File: src/rtl/range_unwrapper_if.sv
// Stream interface for range_unwrapper.
// Purpose : carries the wrapped-sample input handshake, the unwrapped-result
//           output handshake, the synchronous clear and the status flags.
// Signals : clr       - synchronous clear back to the no-history state
//           in_valid  - input sample valid
//           in_ready  - block can accept a sample this cycle
//           in_val    - wrapped sample, legal range 0..MOD-1
//           out_valid - out_val holds a result
//           out_ready - consumer accepts out_val
//           out_val   - signed unwrapped value
//           err       - one-cycle pulse after an illegal sample is consumed
//           sat       - sticky accumulator-clamped flag
//           wrap_cnt  - count of +/-MOD corrections (0 when stats are not built)
// Modports: master drives the stimulus side, slave is the unwrapper.
interface range_unwrapper_if #(
    parameter int unsigned DW_IN  = 7,
    parameter int unsigned DW_OUT = 10
);
    logic              clr;
    logic              in_valid;
    logic              in_ready;
    logic [DW_IN-1:0]  in_val;
    logic              out_valid;
    logic              out_ready;
    logic [DW_OUT-1:0] out_val;
    logic              err;
    logic              sat;
    logic [7:0]        wrap_cnt;

    modport master (
        output clr, in_valid, in_val, out_ready,
        input  in_ready, out_valid, out_val, err, sat, wrap_cnt
    );

    modport slave (
        input  clr, in_valid, in_val, out_ready,
        output in_ready, out_valid, out_val, err, sat, wrap_cnt
    );
endinterface

File: src/rtl/range_unwrapper.sv
// range_unwrapper: recovers a continuous signed value from a stream of
// modulo-MOD wrapped samples. Each step takes the shortest-path difference to
// the previous sample (|delta| > WRAP_TH is corrected by +/-MOD) and adds it to
// a running accumulator that clamps to the signed DW_OUT-bit range.
// Ports : clk   - system clock, rising edge
//         rst_n - asynchronous active-low reset
//         bus   - range_unwrapper_if slave (handshakes, clear, status flags)
// Build option: define RANGE_UNWRAP_STATS_EN to build the saturating 8-bit
// wrap-correction counter on bus.wrap_cnt; otherwise wrap_cnt is tied to 0.
module range_unwrapper #(
    parameter int unsigned MOD     = 100,
    parameter int unsigned WRAP_TH = 50,
    parameter int unsigned DW_IN   = 7,
    parameter int unsigned DW_OUT  = 10
) (
    input logic               clk,
    input logic               rst_n,
    range_unwrapper_if.slave  bus
);
    localparam logic        [DW_IN:0]  L_MOD_U = (DW_IN + 1)'(MOD);
    localparam logic signed [DW_IN:0]  L_MOD   = (DW_IN + 1)'(MOD);
    localparam logic signed [DW_IN:0]  L_TH    = (DW_IN + 1)'(WRAP_TH);
    localparam logic signed [DW_OUT:0] L_MAX   = (DW_OUT + 1)'((2 ** (DW_OUT - 1)) - 1);
    localparam logic signed [DW_OUT:0] L_MIN   = -(DW_OUT + 1)'(2 ** (DW_OUT - 1));

    typedef enum logic {ST_EMPTY, ST_TRACK} state_t;

    state_t                    r_state,     w_state_nxt;
    logic signed [DW_OUT-1:0]  r_acc,       w_acc_nxt;
    logic        [DW_IN-1:0]   r_prev,      w_prev_nxt;
    logic                      r_out_valid, w_out_valid_nxt;
    logic                      r_err,       w_err_nxt;
    logic                      r_sat,       w_sat_nxt;

    logic                      w_in_ready;
    logic                      w_accept;
    logic                      w_legal;
    logic                      w_wrap_hi;
    logic                      w_wrap_lo;
    logic                      w_track_upd;
    logic signed [DW_IN:0]     w_delta_raw;
    logic signed [DW_IN:0]     w_delta;
    logic signed [DW_OUT:0]    w_sum;
    logic signed [DW_OUT-1:0]  w_acc_clamped;
    logic                      w_clip;

    assign w_in_ready = !bus.clr && (!r_out_valid || bus.out_ready);
    assign w_accept   = bus.in_valid && w_in_ready;
    assign w_legal    = {1'b0, bus.in_val} < L_MOD_U;

    // Both operands are < MOD, so the raw difference fits in DW_IN+1 signed bits.
    assign w_delta_raw = $signed({1'b0, bus.in_val}) - $signed({1'b0, r_prev});
    assign w_wrap_hi   = w_delta_raw > L_TH;
    assign w_wrap_lo   = w_delta_raw < -L_TH;
    assign w_delta     = w_wrap_hi ? (w_delta_raw - L_MOD) :
                         w_wrap_lo ? (w_delta_raw + L_MOD) : w_delta_raw;

    // One extra bit of headroom so the clamp sees the true sum.
    assign w_sum = (DW_OUT + 1)'(r_acc) + (DW_OUT + 1)'(w_delta);

    always_comb begin
        w_clip        = 1'b0;
        w_acc_clamped = DW_OUT'(w_sum);
        if (w_sum > L_MAX) begin
            w_clip        = 1'b1;
            w_acc_clamped = DW_OUT'(L_MAX);
        end else if (w_sum < L_MIN) begin
            w_clip        = 1'b1;
            w_acc_clamped = DW_OUT'(L_MIN);
        end
    end

    always_comb begin
        w_state_nxt     = r_state;
        w_acc_nxt       = r_acc;
        w_prev_nxt      = r_prev;
        w_out_valid_nxt = r_out_valid;
        w_sat_nxt       = r_sat;
        w_err_nxt       = 1'b0;
        w_track_upd     = 1'b0;

        if (r_out_valid && bus.out_ready) begin
            w_out_valid_nxt = 1'b0;
        end

        if (bus.clr) begin
            // Clear wins over everything, including a pending result.
            w_state_nxt     = ST_EMPTY;
            w_acc_nxt       = '0;
            w_prev_nxt      = '0;
            w_out_valid_nxt = 1'b0;
            w_sat_nxt       = 1'b0;
        end else if (w_accept) begin
            if (!w_legal) begin
                // Illegal samples are swallowed: flag only, no history change.
                w_err_nxt = 1'b1;
            end else begin
                w_prev_nxt      = bus.in_val;
                w_out_valid_nxt = 1'b1;
                unique case (r_state)
                    ST_EMPTY: begin
                        w_acc_nxt   = DW_OUT'(bus.in_val);
                        w_state_nxt = ST_TRACK;
                    end
                    ST_TRACK: begin
                        w_track_upd = 1'b1;
                        w_acc_nxt   = w_acc_clamped;
                        if (w_clip) begin
                            w_sat_nxt = 1'b1;
                        end
                    end
                endcase
            end
        end
    end

    always_ff @(posedge clk or negedge rst_n) begin
        if (!rst_n) begin
            r_state     <= ST_EMPTY;
            r_acc       <= '0;
            r_prev      <= '0;
            r_out_valid <= 1'b0;
            r_err       <= 1'b0;
            r_sat       <= 1'b0;
        end else begin
            r_state     <= w_state_nxt;
            r_acc       <= w_acc_nxt;
            r_prev      <= w_prev_nxt;
            r_out_valid <= w_out_valid_nxt;
            r_err       <= w_err_nxt;
            r_sat       <= w_sat_nxt;
        end
    end

`ifdef RANGE_UNWRAP_STATS_EN
    logic [7:0] r_wrap_cnt;
    logic       w_wrapped;

    assign w_wrapped = w_wrap_hi || w_wrap_lo;

    always_ff @(posedge clk or negedge rst_n) begin
        if (!rst_n) begin
            r_wrap_cnt <= '0;
        end else if (bus.clr) begin
            r_wrap_cnt <= '0;
        end else if (w_track_upd && w_wrapped && (r_wrap_cnt != 8'hFF)) begin
            r_wrap_cnt <= r_wrap_cnt + 8'd1;
        end
    end

    assign bus.wrap_cnt = r_wrap_cnt;
`else
    assign bus.wrap_cnt = '0;
`endif

    // The accumulator only moves on an accepted sample, which needs the
    // current result to be consumed first, so it doubles as the held output.
    assign bus.in_ready  = w_in_ready;
    assign bus.out_valid = r_out_valid;
    assign bus.out_val   = r_acc;
    assign bus.err       = r_err;
    assign bus.sat       = r_sat;
endmodule

File: src/flat_wrapper.sv
// flat-port wrapper written by rule: the top's interface ports become plain ports
module range_unwrapper_flat 
#(
    parameter int unsigned MOD     = 100,
    parameter int unsigned WRAP_TH = 50,
    parameter int unsigned DW_IN   = 7,
    parameter int unsigned DW_OUT  = 10
)
  (clk, rst_n, bus_clr, bus_in_valid, bus_in_val, bus_out_ready, bus_in_ready, bus_out_valid, bus_out_val, bus_err, bus_sat, bus_wrap_cnt);
  range_unwrapper_if #(.DW_IN(DW_IN), .DW_OUT(DW_OUT)) bus_i ();
  input logic clk;
  input logic rst_n;
  input wire logic [$bits(bus_i.clr)-1:0] bus_clr;
  input wire logic [$bits(bus_i.in_valid)-1:0] bus_in_valid;
  input wire logic [$bits(bus_i.in_val)-1:0] bus_in_val;
  input wire logic [$bits(bus_i.out_ready)-1:0] bus_out_ready;
  output wire logic [$bits(bus_i.in_ready)-1:0] bus_in_ready;
  output wire logic [$bits(bus_i.out_valid)-1:0] bus_out_valid;
  output wire logic [$bits(bus_i.out_val)-1:0] bus_out_val;
  output wire logic [$bits(bus_i.err)-1:0] bus_err;
  output wire logic [$bits(bus_i.sat)-1:0] bus_sat;
  output wire logic [$bits(bus_i.wrap_cnt)-1:0] bus_wrap_cnt;
  assign bus_i.clr = bus_clr;
  assign bus_i.in_valid = bus_in_valid;
  assign bus_i.in_val = bus_in_val;
  assign bus_i.out_ready = bus_out_ready;
  assign bus_in_ready = bus_i.in_ready;
  assign bus_out_valid = bus_i.out_valid;
  assign bus_out_val = bus_i.out_val;
  assign bus_err = bus_i.err;
  assign bus_sat = bus_i.sat;
  assign bus_wrap_cnt = bus_i.wrap_cnt;
  range_unwrapper #(.MOD(MOD), .WRAP_TH(WRAP_TH), .DW_IN(DW_IN), .DW_OUT(DW_OUT)) u_core (.clk(clk), .rst_n(rst_n), .bus(bus_i));
endmodule
File: config.mk
export PLATFORM = sky130hd
export DESIGN_NAME = range_unwrapper_flat
export DESIGN_NICKNAME = d
export VERILOG_FILES = /design/src/rtl/range_unwrapper_if.sv /design/src/rtl/range_unwrapper.sv /design/src/flat_wrapper.sv
export SDC_FILE = /design/constraint.sdc
export NUM_CORES = 1
export LEC_CHECK = 0
export CAP_MARGIN = 20
export CORE_UTILIZATION = 54
export DETAILED_ROUTE_END_ITERATION = 16
export PLACE_DENSITY = 0.88
export SLEW_MARGIN = 30
export SYNTH_ARGS = -nofsm -noshare
export SYNTH_HDL_FRONTEND = slang
export SYNTH_SLANG_ARGS = --single-unit
File: constraint.sdc
create_clock -name clk -period 4.9 [get_ports clk]
set_input_delay 0.98 -clock clk [delete_from_list [all_inputs] [get_ports clk]]
set_output_delay 0.98 -clock clk [all_outputs]
set_load 0.01 [all_outputs]
# ---- Yosys cells after proc, flatten, opt, wreduce, memory -nomap -nowiden
# Index checks and enable logic that the tools add are counted.
dict set report classes {
  n_addsub 4
  order_cmp 5
  muxes 28
  bitwise 1
  reduce_logical 12
}
# cell n
set ops {}
lappend ops {{$mux W10} 5}
lappend ops {{$mux W7} 3}
lappend ops {{$pmux W10 S2} 1}
lappend ops {{$mux W1} 17}
lappend ops {{$mux W8} 2}
lappend ops {{$add A10 B8 Y11} 1}
lappend ops {{$gt A11 B10 Y1 const B} 1}
lappend ops {{$lt A11 B10 Y1 const B} 1}
lappend ops {{$add A8 B8 Y8 const B} 1}
lappend ops {{$gt A8 B7 Y1 const B} 1}
lappend ops {{$lt A8 B7 Y1 const B} 1}
lappend ops {{$reduce_bool A2 Y1} 4}
lappend ops {{$sub A7 B7 Y8} 1}
lappend ops {{$sub A8 B8 Y8 const B} 1}
lappend ops {{$lt A7 B7 Y1 const B} 1}
lappend ops {{$reduce_and A4 Y1} 1}
lappend ops {{$logic_and A1 B1 Y1} 3}
lappend ops {{$logic_not A1 Y1} 2}
lappend ops {{$reduce_and A2 Y1} 1}
lappend ops {{$logic_or A1 B1 Y1} 1}
lappend ops {{$not A1 Y1} 1}
dict set report totals {
  ff_bits 21
  inputBits 12
  out_inout_bits 22
  wordCells 56
}

# ---- Longest topological paths before layout
dict set report depth {
  word_depth 13
  ltp_mapped 21
  mapped_depth_nobuf 20
}

# ---- Least setup slack after synthesis
# OpenSTA, ideal clock, no wires.
dict set report synth_timing {
  kind {input-to-reg}
  start {in bus_in_val[0]}
  end {reg u_core.r_acc[2] (netlist: u_core.bus.out_val[2])}
  setup_time_ns 0.150
  t_arrival_ns 4.925
  path_slack_ns -0.175
  stages 19
  path_cell_list {inv_1 ha_1 inv_1 fa_1 xnor2_2 nand4b_1 mux2_2 a41o_2 and2_4 a32oi_1 xnor2_1 ha_1 clkbuf_1 a211o_1 a211oi_1 o31a_1 mux2_2 o2111ai_1 o311ai_0}
}
dict set report synth_between {
  elab_chain_len 12
  word_cells_on_any_way 19
  cone_classes {add/sub: 4; order compare: 5; mux: 8; reduce/logical: 2}
}
# item line_no
set synth_lines {}
lappend synth_lines {{start, declared} flat_wrapper.sv:15} ;# input wire logic [$bits(bus_i.in_val)-1:0] bus_in_val;
lappend synth_lines {{$sub A7 B7 Y8} range_unwrapper.sv:52} ;# assign w_delta_raw = $signed({1'b0, bus.in_val}) - $signed({1'b0, r_prev});
lappend synth_lines {{$add A8 B8 Y8 / $lt A8 B7 Y1 (equally long branches)} {range_unwrapper.sv:56, range_unwrapper.sv:54}}
lappend synth_lines {{$mux W8} range_unwrapper.sv:56} ;# w_wrap_lo ? (w_delta_raw + L_MOD) : w_delta_raw;
lappend synth_lines {{$mux W8} range_unwrapper.sv:55} ;# assign w_delta = w_wrap_hi ? (w_delta_raw - L_MOD) :
lappend synth_lines {{$add A10 B8 Y11} range_unwrapper.sv:59} ;# assign w_sum = (DW_OUT + 1)'(r_acc) + (DW_OUT + 1)'(w_delta);
lappend synth_lines {{$lt A11 B10 Y1} range_unwrapper.sv:67} ;# end else if (w_sum < L_MIN) begin
lappend synth_lines {{$mux W10} range_unwrapper.sv:67}
lappend synth_lines {{$mux W10} range_unwrapper.sv:64} ;# if (w_sum > L_MAX) begin
lappend synth_lines {{$pmux W10 S2} range_unwrapper.sv:100} ;# unique case (r_state)
lappend synth_lines {{$mux W10} range_unwrapper.sv:94} ;# if (!w_legal) begin
lappend synth_lines {{$mux W10} range_unwrapper.sv:93} ;# end else if (w_accept) begin
lappend synth_lines {{$mux W10} range_unwrapper.sv:86} ;# if (bus.clr) begin
lappend synth_lines {{end signal, assigned} range_unwrapper.sv:127} ;# r_acc <= w_acc_nxt;
lappend synth_lines {{end, declared} range_unwrapper.sv:29} ;# logic signed [DW_OUT-1:0] r_acc, w_acc_nxt;
# Several ways; a longest one is shown, not always the timed one. The select of a mux whose other input is x is not followed.
# A chain may end at the register's enable or synchronous reset.

# ---- Final worst setup path
dict set report layout_timing {
  start {in bus_in_val[4]}
  end {reg u_core.r_acc[2] (netlist: u_core.bus.out_val[2])}
}
# Same word-level chain as after synthesis.

==> flow_summary.toml <==
[status]
status = "completed"

[die]
rows = 22
die_h_um = 64.4
fp.dieW_um = 64.4
start_util = 0.570
top_level_ports = 34
dieArea_um2 = 4150
coreArea_um2 = 3690

[worst_setup_path]
reg2reg_depth = 20
worstReg2RegStart = "u_core.r_prev[0]"
crit_path_start_kind = "input pin"
arrival_ns = 4.98
slowest_stage = "clkdlybuf4s50_1"
criticalPathCategory = "in -> reg"
r2r_end = "u_core.bus.out_val[5]"
rrSetupSlack_ns = 0.50
path_cells = "clkdlybuf4s50_1, ha_1, o2111a_1, or3_1, a41o_2, and2_4, a22o_1, xor2_2, buf_4, ha_4, a41o_1, a21oi_2, o31a_1, buf_6, mux2_4, o2111ai_2, o311ai_1"
cp-end-kind = "flop"
cp_data_required_time_ns = 5.01
cpPeakStageDelay_ns = 0.44
crit_end = "u_core.bus.out_val[2]"
critical_path.max_fanout = 5
startpoint = "bus_in_val[4]"

[pwr]
p_per_area_nw_per_um2 = 386
cellLeakagePower_nw = 1.43
ir_drop_mv = 0.200
p_total_w = 0.00119

[synth]
synth_edf_count = 0
synth_mux_area_frac = 0.0268
async_reset_ff_frac = 1.00
synth.avg_cell_area_um2 = 8.58
synth-main-ff-cell = "dfrtp_1"
synthSimpleGateAreaFrac = 0.149
synth_cell_types = 55
synth_area_um2 = 2100
syn_inst = 245
synthXorXnorAreaFrac = 0.0577
synth_top_family_by_area = "compound AO/OA/AOI/OAI gates"
synth_compound_area_frac = 0.282
yosys_warnings = 0
ys_seq_area_frac = 0.250
synth-seq-cells = 21
synth_fa_ha_area_frac = 0.156

[timing]
timing.slew.headroom = 0.417
tightest_slew_ns = 0.875
period_share = 0.993
slew_violations = 0
tns_ns = 0
rsz0062_at_grt = "true"
timing.final.hold_violations = 0
fin_skew_ns = 0.00328
max_freq_ghz = 0.206
fin_crit_ns = 4.87
setup_viol_count_final = 0

[detailed_routing]
wl_per_cell_um = 17.1
vias_per_cell = 6.01
drtIter0Drc = 138
antenna_left = 0
dr.pass1.iters = 4
remaining_drc_errors = 0
wl_mm = 6.40
vias = 2241

[global_route]
grt_max_degree = 27
busiest_layer = "met2"
grt_overflow_total = 0
grt_use_met3 = 0.0321
grt_pass1_vias = 2150
use_met1 = 0.374
antenna_found_initial = 0
grt_pass1_wl_mm = 9.81
grt_usage = 0.306
use_met2 = 0.558

[clocking]
root_buffer = "clkbuf_8"
cts_tree = "built"
clk_latency_ns = 0.26
clk_pin_slew_worst_paths_ns = 0.08
cts_sinks = 21
htreeDepth = 1
cts_inserted_buffers = 3
ctsLongestPathBuffers = 2
ctsHoldBuffers = 0

[layout]
fill_cells = 198
layout_common_cells = "buf_4 (56), nand2_1 (23), dfrtp_1 (21)"
final_nets = 363
area_growth_syn_to_layout_pct = 46.4
n_antenna_cell = 0
drive_gt1_frac = 0.369
final_common_cell = "buf_4"

[run]
cap_viol_max_count = 0

[min_path]
min_path_type = "reg -> reg"

[placement]
gp_congestion = 0.902
hpwl_mm = 4.40
port_buffers = 25
==> state kept, by name (all words and copies together) (netlist names) <==
register	cells
u_core.bus.err	1
u_core.bus.out_val	10
u_core.bus.out_valid	1
u_core.bus.sat	1
u_core.r_prev	7
u_core.r_state	1
==> what timing repair did <==
action,4_1_cts,5_1_grt
setup endpoints to repair,11,10
gates cloned,0,1
pin swaps,22,28
resized for setup,31,28
buffers inserted,4,4
==> worst min-delay path by stage <==
stage	from	to	slack [ns]	cells past startpoint
6_report	u_core.bus.out_val[9]	u_core.bus.out_val[9]	0.52	1
4_1_cts	u_core.bus.out_val[9]	u_core.bus.out_val[9]	0.53	1
2_1_floorplan	u_core.r_prev[2]	u_core.r_prev[2]	0.49	2
3_5_place_dp	u_core.bus.out_val[9]	u_core.bus.out_val[9]	0.51	1
3_3_place_gp	u_core.bus.out_val[9]	u_core.bus.out_val[9]	0.50	1
5_1_grt	u_core.bus.out_val[9]	u_core.bus.out_val[9]	0.56	1
==> power by group <==
group          internal [W]  switching, W  total [W]
clock             0.0000575     0.0000634   0.000121
combinational      0.000438      0.000417   0.000856
sequential         0.000191     0.0000210   0.000212
total              0.000687      0.000502    0.00119
==> layer usage <==
metal	share of wire	up-vias
met1	0.41	1071
met3	0.059	20
met5	0	-
met2	0.50	104
met4	0.024	0
li1	-	1046
==> cell families after synthesis <==
group / Yosys count
AOI/OAI and AO/OA: 84
and+or+nand+nor: 63
buffers and inverters: 33
adders and majority gates: 25
DFF: 21
xor gates and xnor gates: 13
muxes: 5
other: 1
==> synthesized netlist by cell type, drive strengths merged (4+ instances only) <==
library cell  count  area, um2
nor2              9       33.8
inv              17       63.8
xor2              4       35.0
clkbuf            7       26.3
a21oi            20        100
ha               23        288
o31ai             7       52.6
nor3              5       25.0
a21o              8       60.1
buf               9       71.3
o21ai            19        106
nor2b             4       27.5
nand2            23       86.3
nand3             6       30.0
dfrtp            21        526
xnor2             9       86.3
==> through the flow <==
stage / worst slack [ns] / instances / util / hold WS [ns] / instance area (um2)
6_report: 0.0339 / 373 / 0.834 / 0.521 / 3080
5_1_grt: -0.0995 / 373 / 0.834 / 0.559 / 3080
4_1_cts: 0.00414 / 368 / 0.801 / 0.526 / 2950
3_5_place_dp: -0.700 / 360 / 0.754 / 0.507 / 2780
3_3_place_gp: -0.496 / 360 / 0.754 / 0.498 / 2780
2_1_floorplan: 0.00102 / 252 / - / 0.486 / 2200
==> critical path, delay by kind of cell <==
kind / cells / cell delay [ns]
fa+ha+maj: 2 / 0.57
simple gates: 2 / 0.58
buf+inv: 3 / 0.76
mux: 1 / 0.34
compound gates: 8 / 1.54
xor+xnor: 1 / 0.21
==> area by class of cell <==
cell class / count / area (um2) / share of cell area
Multi-Input combinational cell: 199 / 1680 / 0.545
Timing Repair Buffer: 84 / 701 / 0.228
Sequential cell: 21 / 526 / 0.171
Inverter: 17 / 66.3 / 0.0215
Tap cell: 48 / 60.1 / 0.0195
Clock buffer: 3 / 41.3 / 0.0134
Clock inverter: 1 / 7.51 / 0.00244
Power figures use the tool's default switching activity.
